--- src/rtl/fifo_sync_prog.sv ---
// fifo_sync_prog: parametrised single-clock FIFO with runtime thresholds, flush and an optional
// first-word-fall-through read port.
//
// Parameters
//   FIFO_WIDTH  data width in bits
//   FIFO_DEPTH  number of entries (>= 2, any value, not only powers of two)
//   FWFT        0 = registered read data (1-cycle latency), 1 = head entry shown combinationally
//   CNT_W       width of count and thresholds (derived from FIFO_DEPTH, leave at default)
//
// Ports
//   clk          rising-edge clock
//   rst_n        synchronous active-low reset
//   flush        synchronous clear of contents (rst_n has priority)
//   data_in      write data
//   wr_en        write request
//   rd_en        read request (in FWFT mode: pop the visible head)
//   af_thresh    almost-full threshold  (almostfull  = count >= af_thresh)
//   ae_thresh    almost-empty threshold (almostempty = count <= ae_thresh)
//   data_out     read data
//   wr_ack       write accepted, one-cycle pulse after the write edge
//   overflow     write rejected because full, one-cycle pulse
//   underflow    read rejected because empty, one-cycle pulse
//   full/empty   occupancy flags
//   almostfull   threshold flag
//   almostempty  threshold flag
//   count        current occupancy
module fifo_sync_prog #(
    parameter int unsigned FIFO_WIDTH = 16,
    parameter int unsigned FIFO_DEPTH = 8,
    parameter int unsigned FWFT       = 0,
    parameter int unsigned CNT_W      = $clog2(FIFO_DEPTH + 1)
) (
    input  logic                  clk,
    input  logic                  rst_n,
    input  logic                  flush,
    input  logic [FIFO_WIDTH-1:0] data_in,
    input  logic                  wr_en,
    input  logic                  rd_en,
    input  logic [CNT_W-1:0]      af_thresh,
    input  logic [CNT_W-1:0]      ae_thresh,
    output logic [FIFO_WIDTH-1:0] data_out,
    output logic                  wr_ack,
    output logic                  overflow,
    output logic                  underflow,
    output logic                  full,
    output logic                  empty,
    output logic                  almostfull,
    output logic                  almostempty,
    output logic [CNT_W-1:0]      count
);

    localparam int unsigned PTR_W = (FIFO_DEPTH > 2) ? $clog2(FIFO_DEPTH) : 1;
    localparam logic [PTR_W-1:0] LAST_PTR  = PTR_W'(FIFO_DEPTH - 1);
    localparam logic [CNT_W-1:0] DEPTH_CNT = CNT_W'(FIFO_DEPTH);

    logic [FIFO_WIDTH-1:0] mem [FIFO_DEPTH];

    logic [PTR_W-1:0] wr_ptr_q, wr_ptr_d;
    logic [PTR_W-1:0] rd_ptr_q, rd_ptr_d;
    logic [CNT_W-1:0] count_q, count_d;
    logic             wr_ack_q, overflow_q, underflow_q;

    logic wr_accept;
    logic rd_accept;
    logic advance;

    // Explicit wrap so that non-power-of-two depths index only valid entries.
    function automatic logic [PTR_W-1:0] next_ptr(input logic [PTR_W-1:0] ptr);
        if (ptr == LAST_PTR) begin
            return '0;
        end
        return ptr + 1'b1;
    endfunction

    // Status flags come straight from the registered count and the live thresholds.
    assign full        = (count_q == DEPTH_CNT);
    assign empty       = (count_q == '0);
    assign almostfull  = (count_q >= af_thresh);
    assign almostempty = (count_q <= ae_thresh);
    assign count       = count_q;

    assign wr_ack    = wr_ack_q;
    assign overflow  = overflow_q;
    assign underflow = underflow_q;

    // Acceptance uses the current flags, so a full FIFO cannot take a write even
    // when a read frees a slot on the same edge (and vice versa when empty).
    assign advance   = rst_n && !flush;
    assign wr_accept = wr_en && !full;
    assign rd_accept = rd_en && !empty;

    always_comb begin
        wr_ptr_d = wr_ptr_q;
        rd_ptr_d = rd_ptr_q;
        count_d  = count_q;
        if (wr_accept) begin
            wr_ptr_d = next_ptr(wr_ptr_q);
        end
        if (rd_accept) begin
            rd_ptr_d = next_ptr(rd_ptr_q);
        end
        if (wr_accept && !rd_accept) begin
            count_d = count_q + 1'b1;
        end else if (rd_accept && !wr_accept) begin
            count_d = count_q - 1'b1;
        end
    end

    always_ff @(posedge clk) begin
        if (!rst_n) begin
            wr_ptr_q    <= '0;
            rd_ptr_q    <= '0;
            count_q     <= '0;
            wr_ack_q    <= 1'b0;
            overflow_q  <= 1'b0;
            underflow_q <= 1'b0;
        end else if (flush) begin
            wr_ptr_q    <= '0;
            rd_ptr_q    <= '0;
            count_q     <= '0;
            wr_ack_q    <= 1'b0;
            overflow_q  <= 1'b0;
            underflow_q <= 1'b0;
        end else begin
            wr_ptr_q    <= wr_ptr_d;
            rd_ptr_q    <= rd_ptr_d;
            count_q     <= count_d;
            wr_ack_q    <= wr_accept;
            overflow_q  <= wr_en && full;
            underflow_q <= rd_en && empty;
        end
    end

    // Storage is deliberately not reset; pointers and count define what is valid.
    always_ff @(posedge clk) begin
        if (advance && wr_accept) begin
            mem[wr_ptr_q] <= data_in;
        end
    end

    if (FWFT != 0) begin : g_fwft
        // Head entry is shown as soon as it is valid; an empty FIFO drives zero.
        always_comb begin
            data_out = '0;
            if (!empty) begin
                data_out = mem[rd_ptr_q];
            end
        end
    end else begin : g_std
        logic [FIFO_WIDTH-1:0] data_out_q;

        // Registered read: updates only on an accepted read, holds through flush.
        always_ff @(posedge clk) begin
            if (!rst_n) begin
                data_out_q <= '0;
            end else if (!flush && rd_accept) begin
                data_out_q <= mem[rd_ptr_q];
            end
        end

        assign data_out = data_out_q;
    end

endmodule

--- config.mk ---
export PLATFORM = sky130hd
export DESIGN_NAME = fifo_sync_prog
export DESIGN_NICKNAME = d
export VERILOG_FILES = /design/src/rtl/fifo_sync_prog.sv
export SDC_FILE = /design/constraint.sdc
export NUM_CORES = 1
export LEC_CHECK = 0
export ABC_CLOCK_PERIOD_IN_PS = 2410
export BUFFER_PORTS_ARGS = -buffer_cell sky130_fd_sc_hd__buf_2
export CORE_ASPECT_RATIO = 0.75
export CORE_MARGIN = 1
export CORE_UTILIZATION = 53
export CTS_CLUSTER_DIAMETER = 120
export DETAILED_ROUTE_END_ITERATION = 7
export PLACE_DENSITY = 0.75
export SETUP_SLACK_MARGIN = 0.02
export SYNTH_ARGS = -nofsm -noshare
export SYNTH_HDL_FRONTEND = slang
export SYNTH_SLANG_ARGS = --single-unit
--- constraint.sdc ---
create_clock -name clk -period 2.41 [get_ports clk]
set_clock_uncertainty 0.05 [all_clocks]
set_input_delay 0 -clock clk [delete_from_list [all_inputs] [get_ports clk]]
set_output_delay 0 -clock clk [all_outputs]
set_load 0.01 [all_outputs]
==> results.txt <==
Rows -> 33
CTS Root Cell -> clkbuf_16
# DRC -> 0
Required time of the critical path -> 2.71 ns
Die Y -> 95.6 um
CP arrival -> 2.68 ns
Drt wl/cell -> 20.8 um
Tcrit/Tclk final -> 98.6%
Nature of the critical path startpoint -> flip-flop
Status -> finished clean
Crit end category -> flip-flop
Ys Warns -> 0
Final #Nets -> 472
Finished Cell Area -> 0.00753 sq mm
Post-synthesis cell area -> 0.00618 sq mm
Clk Latency, worst-skew pair -> 0.41 ns
Slew Limit Fails -> 0
Antenna Cells -> 0
Setup Crit Path Kind -> reg2reg
Mapped Avg Cell Area -> 18.7 sq um
Final Setup Violations -> 0
DP Area -> 0.00672 sq mm
Seq/Total Area, Yosys -> 71.5%
RD Place Congestion -> 0.797
Max-slew headroom -> 34.7%
DRT iter0 DRCs -> 246
Fmax -> 0.421 GHz
TritonCTS clock tree -> yes
Synth cell types -> 43
ANT nets after route -> 0
Num CTS Buffers -> 17
Maxcap violations -> 0
Overflow after GRT -> 0
Period minus WS final -> 2.38 ns
Fill cells -> 713
Port bufs -> 55
First-pass GRT wire length -> 18500 um
Die X -> 127 um
RSZ-0062 raised after global routing -> true
H-tree depth -> 4
Worst-margin pin slew -> 0.976 ns
Max clock buf depth -> 2
Final WL -> 12000 um
Hold Vio Cnt, Final -> 0
TritonRoute pass-1 iters -> 4
Synthesized flop and latch total -> 157
Initial core utilization -> 55.5%
End-of-flow core utilization -> 67.5%
LEAKAGE -> 0.00270 uW
CTS sink cnt -> 157
Die area -> 0.0121 sq mm
Power Density -> 840 mW/mm^2
Core area -> 0.0111 sq mm
Via density -> 5.78
Number of synthesized flops with an enable pin -> 128
P&R area growth vs syn -> 21.7%
VDD IR max -> 641 uV
All-layer global routing usage -> 21.6%
Crit Path Max Fanout -> 5
Ports -> 56
Dpl hpwl -> 7270 um
Initial antenna violation count -> 0
Total number of vias -> 3351
Layout cells sized above 1 -> 34.8%
Gate Count Post-Synth -> 331
Main synth FF type -> edfxtp_1
Clock-pin slew on the worst setup and hold paths -> 0.06 ns
FFs w/ async S/R, synth -> 0%
Syn nets -> 376
Pin count of the biggest net entering global routing -> 33
Vias in the first global route -> 3353
Hold Path Class -> in2reg
## synth_stat cells (2+ instances only)
cell type | instances | share of area, %
edfxtp_1 | 128 | 62
mux4_2 | 32 | 12
dfxtp_1 | 29 | 9.4
nor2b_1 | 17 | 1.7
a221o_1 | 16 | 2.6
ha_1 | 15 | 3.0
nor2_1 | 12 | 0.73
nand2_1 | 10 | 0.61
a21oi_1 | 8 | 0.65
inv_1 | 8 | 0.49
clkbuf_1 | 6 | 0.36
nand2b_1 | 5 | 0.51
nand3_1 | 4 | 0.32
a21o_1 | 3 | 0.36
buf_2 | 3 | 0.24
buf_6 | 3 | 0.55
and3_1 | 2 | 0.20
inv_2 | 2 | 0.12
nor3_1 | 2 | 0.16
o21a_1 | 2 | 0.24
or3_1 | 2 | 0.20
## critical path: stages (launching register included)
cell      delay, ns
dfxtp_2        0.34
or4_4          0.54
nand2_4        0.09
ha_2           0.18
inv_2          0.06
ha_1           0.29
nand3_2        0.09
a211o_1        0.34
a211oi_2       0.23
a31o_1         0.13
## cell type report
type / instances / area [sq um] / share of cell area (%)
timing repair buffer: 91 / 616 / 8.18
tap: 140 / 175 / 2.33
inverter: 11 / 46.3 / 0.615
sequential: 157 / 4430 / 58.9
clock buffer: 25 / 475 / 6.31
clock inverter: 7 / 115 / 1.53
multi-input combinational: 149 / 1670 / 22.2
## timing repair
item,CTS,global route
gates resized for setup,2,4
hold endpoints to repair,136,0
pin swaps,0,4
endpoints found under the setup margin,1,3
buffers inserted,1,1
hold buffers,18,0
## sequential cells by signal, indices dropped and copies added, names as in the netlist
name and count:
mem 128, wr_ptr_q 3, data_out 16, overflow 1, count 4, underflow 1
wr_ack 1, rd_ptr_q 3
## per-layer routing
layer,global-route usage [%],routed length (um)
met1,27.4,5010
met5,0,0
met4,7.14,154
met2,37.2,6170
met3,5.22,703
## layout by cell type (no fill, tap or decap), types with 3 or more instances in the layout
master and n:
edfxtp_1 128, buf_2 55, mux4_2 32, dfxtp_1 25, dlygate4sd3_1 18, nor2b_1 17
clkbuf_16 17, a221o_1 16, buf_4 16, ha_1 13, nor2_1 12, nand2_1 9
inv_1 7, a21oi_1 7, clkbuf_1 6, nand2b_1 5, inv_2 3, nand3_1 3
a21o_1 3, bufinv_16 3, dfxtp_2 3
## worst paths after layout
kind | startpoint | endpoint | slack (ns) | cells past startpoint
worst min register to register | data_out[8] | data_out[8] | 0.43 | 1
worst min-delay path | rst_n | count[0] | 0.08 | 3
worst max register to register | count[0] | count[3] | 0.03 | 9
worst max-delay path | count[0] | count[3] | 0.03 | 9
## kinds of logic (layout without fill, tap and decap cells)
| kind of cell | after synthesis | after routing | share of synthesized area [%] |
|---|---|---|---|
| DFF | 157 | 157 | 71.5 |
| adders and majority gates | 16 | 16 | 3.36 |
| and+or+nand+nor | 64 | 64 | 6.17 |
| muxes | 33 | 33 | 11.8 |
| buffers and inverters | 25 | 134 | 2.27 |
| AOI/OAI and AO/OA | 34 | 34 | 4.57 |
| xor gates and xnor gates | 2 | 2 | 0.283 |
## power breakdown
| part | leakage (uW) | switching, uW | internal [uW] |
|---|---|---|---|
| sequential | 0.00139 | 45.0 | 2980 |
| clock | 0.000281 | 983 | 1680 |
| combinational | 0.00103 | 320 | 310 |
| total | 0.00270 | 1350 | 4970 |
## per-stage QoR
step | hold slack, ns | TNS, ns | setup WS, ns | total power [uW] | cells
2_1_floorplan | 0.0489 | 0 | 0.0253 | 3460 | 331
3_3_place_gp | 0.217 | 0 | 0.0742 | 3640 | 528
3_5_place_dp | 0.225 | 0 | 0.00404 | 3660 | 528
4_1_cts | 0.0671 | 0 | 0.0410 | 6340 | 579
5_1_grt | 0.107 | -0.0565 | -0.0565 | 6520 | 580
6_report | 0.0838 | 0 | 0.0338 | 6320 | 580
No activity file was read; power rests on OpenSTA's default activity.
